File: config.mk
export PLATFORM = sky130hd
export DESIGN_NAME = div
export DESIGN_NICKNAME = d
export VERILOG_FILES = /design/src/rtl/div.sv
export SDC_FILE = /design/constraint.sdc
export NUM_CORES = 1
export LEC_CHECK = 0
export ABC_CLOCK_PERIOD_IN_PS = 3400
export CORE_MARGIN = 2
export CORE_UTILIZATION = 57
export DETAILED_ROUTE_END_ITERATION = 8
export MAX_ROUTING_LAYER = met4
export PLACE_DENSITY = 0.8
export SYNTH_ARGS = -nofsm -noshare
export SYNTH_HDL_FRONTEND = slang
export SYNTH_SLANG_ARGS = --single-unit
File: constraint.sdc
create_clock -name clk -period 3.4 [get_ports clk]
set_input_delay 0.68 -clock clk [delete_from_list [all_inputs] [get_ports clk]]
set_output_delay 0.68 -clock clk [all_outputs]
set_load 0.01 [all_outputs]
File: src/rtl/div.sv
// div: 32-bit signed/unsigned restoring radix-2 divider for the EX stage.
// Result is {remainder, quotient} written as {HI, LO}. A normal divide takes
// a fixed 34 edges from acceptance to ready_o; divide-by-zero takes 2 and
// returns 0 without trapping.
// Optional build macro DIV_EARLY_TERM_EN: when defined, a nonzero divisor
// whose magnitude exceeds the dividend's magnitude finishes in 1 edge.
module div (
    input  logic        clk,
    input  logic        rst,
    input  logic        signed_div_i,
    input  logic [31:0] opdata1_i,
    input  logic [31:0] opdata2_i,
    input  logic        start_i,
    input  logic        annul_i,
    output logic [63:0] result_o,
    output logic        ready_o
);

    typedef enum logic [1:0] {FREE, BYZERO, ON, END} state_t;

    state_t      state_q, state_d;
    logic [5:0]  cnt_q, cnt_d;
    // Working register: [64:33] partial remainder, [31:0] quotient bits
    // shifted in from the bottom while dividend bits shift out of the top.
    logic [64:0] work_q, work_d;
    logic [31:0] divisor_q, divisor_d;
    logic        signed_q, signed_d;
    logic        neg1_q, neg1_d;
    logic        neg2_q, neg2_d;
    logic [63:0] res_q, res_d;
    logic        ready_q, ready_d;
    logic [63:0] result_q, result_d;

    logic [31:0] abs1, abs2;
    logic [32:0] trial;
    logic [31:0] quot_fix, rem_fix;
    logic        early_term;

    // Operand magnitudes; unsigned or non-negative operands pass through.
    assign abs1 = (signed_div_i && opdata1_i[31]) ? (~opdata1_i + 32'd1) : opdata1_i;
    assign abs2 = (signed_div_i && opdata2_i[31]) ? (~opdata2_i + 32'd1) : opdata2_i;

    // 33-bit trial subtract; bit 32 set means the divisor did not fit.
    assign trial = {1'b0, work_q[63:32]} - {1'b0, divisor_q};

    // Sign correction applied once the 32 magnitude steps are done.
    assign quot_fix = (signed_q && (neg1_q ^ neg2_q)) ? (~work_q[31:0] + 32'd1) : work_q[31:0];
    assign rem_fix  = (signed_q && neg1_q) ? (~work_q[64:33] + 32'd1) : work_q[64:33];

`ifdef DIV_EARLY_TERM_EN
    assign early_term = (abs1 < abs2);
`else
    assign early_term = 1'b0;
`endif

    // State and datapath registers with synchronous reset.
    always_ff @(posedge clk) begin
        if (rst) begin
            state_q   <= FREE;
            cnt_q     <= 6'd0;
            work_q    <= 65'd0;
            divisor_q <= 32'd0;
            signed_q  <= 1'b0;
            neg1_q    <= 1'b0;
            neg2_q    <= 1'b0;
            res_q     <= 64'd0;
            ready_q   <= 1'b0;
            result_q  <= 64'd0;
        end else begin
            state_q   <= state_d;
            cnt_q     <= cnt_d;
            work_q    <= work_d;
            divisor_q <= divisor_d;
            signed_q  <= signed_d;
            neg1_q    <= neg1_d;
            neg2_q    <= neg2_d;
            res_q     <= res_d;
            ready_q   <= ready_d;
            result_q  <= result_d;
        end
    end

    // Next-state and next-datapath logic; outputs are registered so ready_o
    // rises one edge after END is entered.
    always_comb begin
        state_d   = state_q;
        cnt_d     = cnt_q;
        work_d    = work_q;
        divisor_d = divisor_q;
        signed_d  = signed_q;
        neg1_d    = neg1_q;
        neg2_d    = neg2_q;
        res_d     = res_q;
        ready_d   = 1'b0;
        result_d  = 64'd0;

        case (state_q)
            FREE: begin
                if (start_i && !annul_i) begin
                    if (opdata2_i == 32'd0) begin
                        state_d = BYZERO;
                    end else if (early_term) begin
                        // Quotient is zero and the dividend is the remainder.
                        res_d   = {opdata1_i, 32'd0};
                        state_d = END;
                    end else begin
                        divisor_d = abs2;
                        work_d    = {32'd0, abs1, 1'b0};
                        signed_d  = signed_div_i;
                        neg1_d    = opdata1_i[31];
                        neg2_d    = opdata2_i[31];
                        cnt_d     = 6'd0;
                        state_d   = ON;
                    end
                end
            end

            BYZERO: begin
                res_d   = 64'd0;
                state_d = END;
            end

            ON: begin
                if (annul_i) begin
                    // Flush: drop the partial result entirely.
                    work_d  = 65'd0;
                    cnt_d   = 6'd0;
                    state_d = FREE;
                end else if (cnt_q == 6'd32) begin
                    res_d   = {rem_fix, quot_fix};
                    cnt_d   = 6'd0;
                    state_d = END;
                end else begin
                    if (trial[32]) begin
                        work_d = {work_q[63:0], 1'b0};
                    end else begin
                        work_d = {trial[31:0], work_q[31:0], 1'b1};
                    end
                    cnt_d = cnt_q + 6'd1;
                end
            end

            END: begin
                if (start_i) begin
                    ready_d  = 1'b1;
                    result_d = res_q;
                end else begin
                    state_d = FREE;
                end
            end

            default: begin
                state_d = FREE;
            end
        endcase
    end

    assign ready_o  = ready_q;
    assign result_o = result_q;

endmodule

==> results.json, run 1 <==
{
  "first_pass_iters": 6,
  "path_clk_slew_ps": 60,
  "antenna_found_initial": 0,
  "vdd.ir_drop.worst_uv": 294,
  "path_max_fanout": 31,
  "ys_warn_count": 0,
  "coreArea_mm2": 0.0217,
  "finalWirelength_um": 31000,
  "synthFlopType": "dfxtp_1",
  "routedWlPerCell_um": 16.2,
  "period_share_pct": 94.0,
  "track_usage_pct": 26.6,
  "grt_pass1_wl_um": 50800,
  "holdBufCountCts": 0,
  "whs_ps": 450,
  "yosys.area.top_type_share_pct": 37.8,
  "status": "finished, final reports clean",
  "syn_area_mm2": 0.0126,
  "cts-resized-gates": 0,
  "die-area_mm2": 0.0232,
  "synth_common_cells": "237 x dfxtp_1, 173 x nor2_1, 124 x a21oi_1",
  "total_power_uw": 6710,
  "vias": 11000,
  "crit_path_start_kind": "register",
  "rsz0062_at_grt": "false",
  "period_minus_slack_ps": 3200,
  "grt_max_degree": 66,
  "nFillCells": 1740,
  "regArea_mm2": 0.00474,
  "maxSlewViolCount": 0,
  "io_pins": 134,
  "synth_top_cell_by_area": "dfxtp_1",
  "io_buffers": 133,
  "maxSlewHeadroom_pct": 21.0,
  "critPathKind": "register to register",
  "gr-total-overflow": 0,
  "clk_path_buf_depth": 3,
  "multi_input_area_mm2": 0.00724,
  "cp-end-kind": "register",
  "worst_slew_pin_slew_ps": 1180,
  "clockRootBuffer": "clkbuf_16",
  "antenna_cells": 0,
  "finalNonFillerCells": 1921,
  "hold_viol": 0,
  "drive_above_1_share_pct": 8.90,
  "ys_top_cells_by_area": "dfxtp_1 38%, xor2_1 5.3%, nor2_1 5.2%",
  "cts_tree": "yes",
  "yosys_register_bits": 237,
  "dp.cells": 1877,
  "ys_seq_area_share_pct": 37.8,
  "syn_nets": 1591,
  "cts.htree.levels": 1,
  "avgSynthCellArea_um2": 8.47,
  "viasPerCell": 5.75,
  "gp_congestion": 0.963,
  "numCtsBuffers": 24,
  "syn_to_final_growth_pct": 21.5,
  "num_rows": 54,
  "cellPowerDensity_mw_per_mm2": 440,
  "synth_edf_count": 0,
  "min_path_type": "register to register",
  "clkLatencyLatePin_ps": 530,
  "initialDrtViolationCount": 805,
  "grt_pass1_vias": 9811,
  "drc": 0,
  "p_leak_uw": 0.00609,
  "cts.sinks": 237,
  "required_ps": 3880,
  "yosysMostFrequentCell": "dfxtp_1",
  "nNetsFinal": 1732,
  "yosysUniqueCellTypes": 76,
  "post_cts_buffers": 0,
  "skew_ps": 18.1,
  "hpwl_um": 23100,
  "synthCells": 1482,
  "die_w_um": 152,
  "drv_cap": 0,
  "fmax_ghz": 0.313,
  "arrival_ps": 3670,
  "drtAntennaViolNets": 0,
  "ys_async_sr_fraction_pct": 0,
  "setup_viol": 0,
  "final_util_pct": 70.3,
  "fp.dieH_um": 152,
  "final_area_mm2": 0.0153,
  "start_util_pct": 57.9,
  "placed_cell_area_mm2": 0.0144
}
[report_power, final]
| part | internal (µW) | switching (µW) | leakage, µW |
|---|---|---|---|
| Clock | 1650 | 1110 | 0.000399 |
| Combinational | 435 | 573 | 0.00377 |
| Sequential | 2850 | 91.4 | 0.00192 |
| Total | 4930 | 1780 | 0.00609 |
[placed cells by master, fill, tap and decap left out, drive strengths merged, types with 4 or more instances in the layout]
| cell type | instances |
|---|---|
| nand2b | 10 |
| a21o | 22 |
| nand4 | 6 |
| a31oi | 12 |
| xor2 | 76 |
| nand3b | 4 |
| dfxtp | 237 |
| mux2i | 22 |
| and4 | 5 |
| and2 | 72 |
| nor3 | 38 |
| clkbuf | 34 |
| nand2 | 100 |
| o31ai | 15 |
| clkdlybuf4s50 | 132 |
| o41ai | 10 |
| or2 | 5 |
| a221oi | 15 |
| nor4 | 19 |
| xnor2 | 68 |
| nor2 | 177 |
| nor2b | 6 |
| inv | 54 |
| and3 | 6 |
| ha | 39 |
| a22oi | 40 |
| or3 | 11 |
| or4 | 12 |
| a22o | 33 |
| a21oi | 125 |
| nand3 | 12 |
| a211oi | 40 |
| a311oi | 4 |
| clkinv | 4 |
| o21ai | 70 |
| buf | 67 |
[critical path, cell delays in order, from the launching register on]
cell and delay (ps):
dfxtp_1 330, inv_1 60, ha_1 220, fa_1 410, nor2b_1 170, o2111ai_1 200, a211oi_1 270, buf_4 160
o2111ai_1 160, a31oi_1 230, a221o_1 230, buf_12 210, buf_12 130, nor2_1 30, a21oi_1 160, a22o_1 150
[metal layers]
layer / up-vias / global-route usage, % / part of all wire, %
li1: 5549 / - / -
met1: 5052 / 41.4 / 50
met2: 415 / 36.9 / 41
met3: 30 / 3.61 / 7.9
met4: 0 / 4.54 / 1.1
met5: - / - / 0
[worst paths after layout]
check / startpoint / depth (start not counted) / endpoint / slack (ps)
setup / recovery: work_q[32] / 15 / work_q[33] / 200
hold / removal: divisor_q[22] / 2 / divisor_q[22] / 450
setup reg to reg: work_q[32] / 15 / work_q[33] / 200
hold reg to reg: divisor_q[22] / 2 / divisor_q[22] / 450
[flip-flops by register name, indices dropped and copies added, names as in the netlist]
| name | count |
|---|---|
| work_q | 65 |
| res_q | 64 |
| result_o | 64 |
| divisor_q | 32 |
| cnt_q | 6 |
| state_q | 2 |
| neg1_q | 1 |
| neg2_q | 1 |
| ready_o | 1 |
| signed_q | 1 |
[metrics by stage]
step / setup TNS, ps / setup WS (ps)
floorplan: 0 / 518
global placement: -1860 / -89.9
detailed placement: -6830 / -188
CTS: 0 / 153
global route: 0 / 14.7
finish: 0 / 204
[logic make-up after synthesis]
logic type | synth area share, %
DFF | 37.8
and+or+nand+nor | 20.0
xor gates and xnor gates | 10.0
adders and majority gates | 4.05
buffers and inverters | 4.74
muxes | 1.75
AOI/OAI and AO/OA | 21.7
[final cells by class]
type / instances / area share (%)
clock buffers: 34 / 4.51
flip-flops and latches: 237 / 31.1
multi-input cells: 1107 / 47.5
repair buffers: 199 / 12.3
well taps: 280 / 2.30
inverters: 54 / 1.33
clock inverters: 10 / 0.993
Note: power is estimated with default switching activity, not from simulation.
==> inputs of run 2 (changes only) <==
- CTS_CLUSTER_SIZE: not set -> 12
==> run 2 against run 1 <==
Sequential power about the same. Clock power decreased by 17%. Utilization decreased by 0.79 points. Worst setup slack got worse by 15 ps. Flip-flop and latch count unchanged. Clock-buffer cell count decreased by 5. Critical endpoint is now work_q[46].
==> results.json, run 2 (synthesized netlist as in run 1, its figures left out) <==
{
  "dp_slack_ps": -188,
  "fp.dieH_um": 152,
  "num_rows": 54,
  "p_leak_uw": 0.00603,
  "maxSlewHeadroom_pct": 19.1,
  "nFillCells": 1778,
  "drv_cap": 0,
  "clockRootBuffer": "clkbuf_16",
  "gr-total-overflow": 0,
  "tns_ps": 0,
  "numCtsBuffers": 24,
  "top_register": "work_q",
  "r2r_setup_slack_ps": 190,
  "drc": 0,
  "regArea_mm2": 0.00474,
  "gp_congestion": 0.963,
  "clk_path_buf_depth": 3,
  "syn_to_final_growth_pct": 20.1,
  "status": "finished, final reports clean",
  "arrival_ps": 3590,
  "rsz0062_at_grt": "false",
  "vdd.ir_drop.worst_uv": 307,
  "path_max_fanout": 31,
  "finalWirelength_um": 30800,
  "antenna_found_initial": 0,
  "cts.sinks": 237,
  "initialDrtViolationCount": 761,
  "clkLatencyLatePin_ps": 530,
  "worstHoldStart": "divisor_q[22]",
  "drive_above_1_share_pct": 8.40,
  "grt_pass1_wl_um": 50500,
  "crit_path_start_kind": "register",
  "vias": 11100,
  "grt_pass1_vias": 9768,
  "largest_reg_flops": 65,
  "die-area_mm2": 0.0232,
  "min_path_type": "register to register",
  "worst_slew_pin_slew_ps": 1210,
  "cp-end-kind": "register",
  "period_minus_slack_ps": 3210,
  "layout_common_cells": "237 x dfxtp_1, 172 x nor2_1, 132 x clkdlybuf4s50_1, 123 x a21oi_1, 99 x nand2_1",
  "cts.htree.levels": 1,
  "io_buffers": 133,
  "maxSlewViolCount": 0,
  "die_w_um": 152,
  "multi_input_area_mm2": 0.00724,
  "required_ps": 3780,
  "cts_tree": "yes",
  "drtAntennaViolNets": 0,
  "path_clk_slew_ps": 60,
  "viasPerCell": 5.79,
  "critPathKind": "register to register",
  "coreArea_mm2": 0.0217,
  "first_pass_iters": 5,
  "period_share_pct": 94.4,
  "setup_slack_ps": 189,
  "antenna_cells": 0,
  "routedWlPerCell_um": 16.1,
  "track_usage_pct": 26.4,
  "layout_commonest_cell": "dfxtp_1",
  "io_pins": 134,
  "hpwl_um": 23100,
  "startpoint": "work_q[32]",
  "start_util_pct": 57.9,
  "nNetsFinal": 1733,
  "cellPowerDensity_mw_per_mm2": 414,
  "fmax_ghz": 0.311,
  "skew_ps": 31.6,
  "holdBufCountCts": 0,
  "hold_viol": 0,
  "setup_viol": 0,
  "grt_max_degree": 66,
  "r2r-start": "work_q[32]"
}
[run 2: timing repair]
item                                    4_1_cts  5_1_grt
gates resized for setup                       0        1
setup buffers                                 0        1
endpoints found under the setup margin        0       10
[run 2: cell type report]
cell class / count / share of cell area, %
well taps: 280 / 2.32
inverters: 54 / 1.34
multi-input cells: 1107 / 48.0
clock buffers: 29 / 4.17
clock inverters: 4 / 0.207
repair buffers: 200 / 12.5
flip-flops and latches: 237 / 31.5
[run 2: where the power goes]
group	total, µW	internal (µW)	switching (µW)
Clock	2300	1290	1010
Sequential	2940	2850	91.6
Combinational	1010	436	570
[run 2: worst paths after layout]
check                       end  cells past startpoint
setup / recovery     work_q[46]                     14
hold / removal    divisor_q[22]                      2
setup reg to reg     work_q[46]                     14
hold reg to reg   divisor_q[22]                      2
[run 2: worst max-delay path, cell delays in order, from the launching register on]
cell,delay [ps]
dfxtp_1,340
inv_1,60
ha_1,220
fa_1,410
nor2b_1,170
o2111ai_1,190
a211oi_1,260
buf_4,160
o2111ai_1,160
a31oi_1,220
a221o_1,220
buf_12,210
nor2_2,120
a22oi_1,170
o21ai_0,110
[run 2: stage by stage]
step | utilization (%) | power, µW | std cells | instance area, µm² | hold WS, ps
2_1_floorplan | - | 3650 | 1482 | 12600 | 430
3_3_place_gp | 66.4 | 3960 | 1877 | 14400 | 439
3_5_place_dp | 66.4 | 3980 | 1877 | 14400 | 446
4_1_cts | 69.5 | 6270 | 1910 | 15100 | 453
5_1_grt | 69.5 | 6500 | 1911 | 15100 | 472
6_report | 69.5 | 6250 | 1911 | 15100 | 449
[run 2: per-layer routing]
metal | up-vias | global-route usage, % | wire (µm)
met4 | 0 | 4.54 | 343
met5 | - | - | 0
met3 | 30 | 3.38 | 2620
met1 | 5058 | 41.2 | 15400
li1 | 5543 | - | -
met2 | 432 | 36.8 | 12400
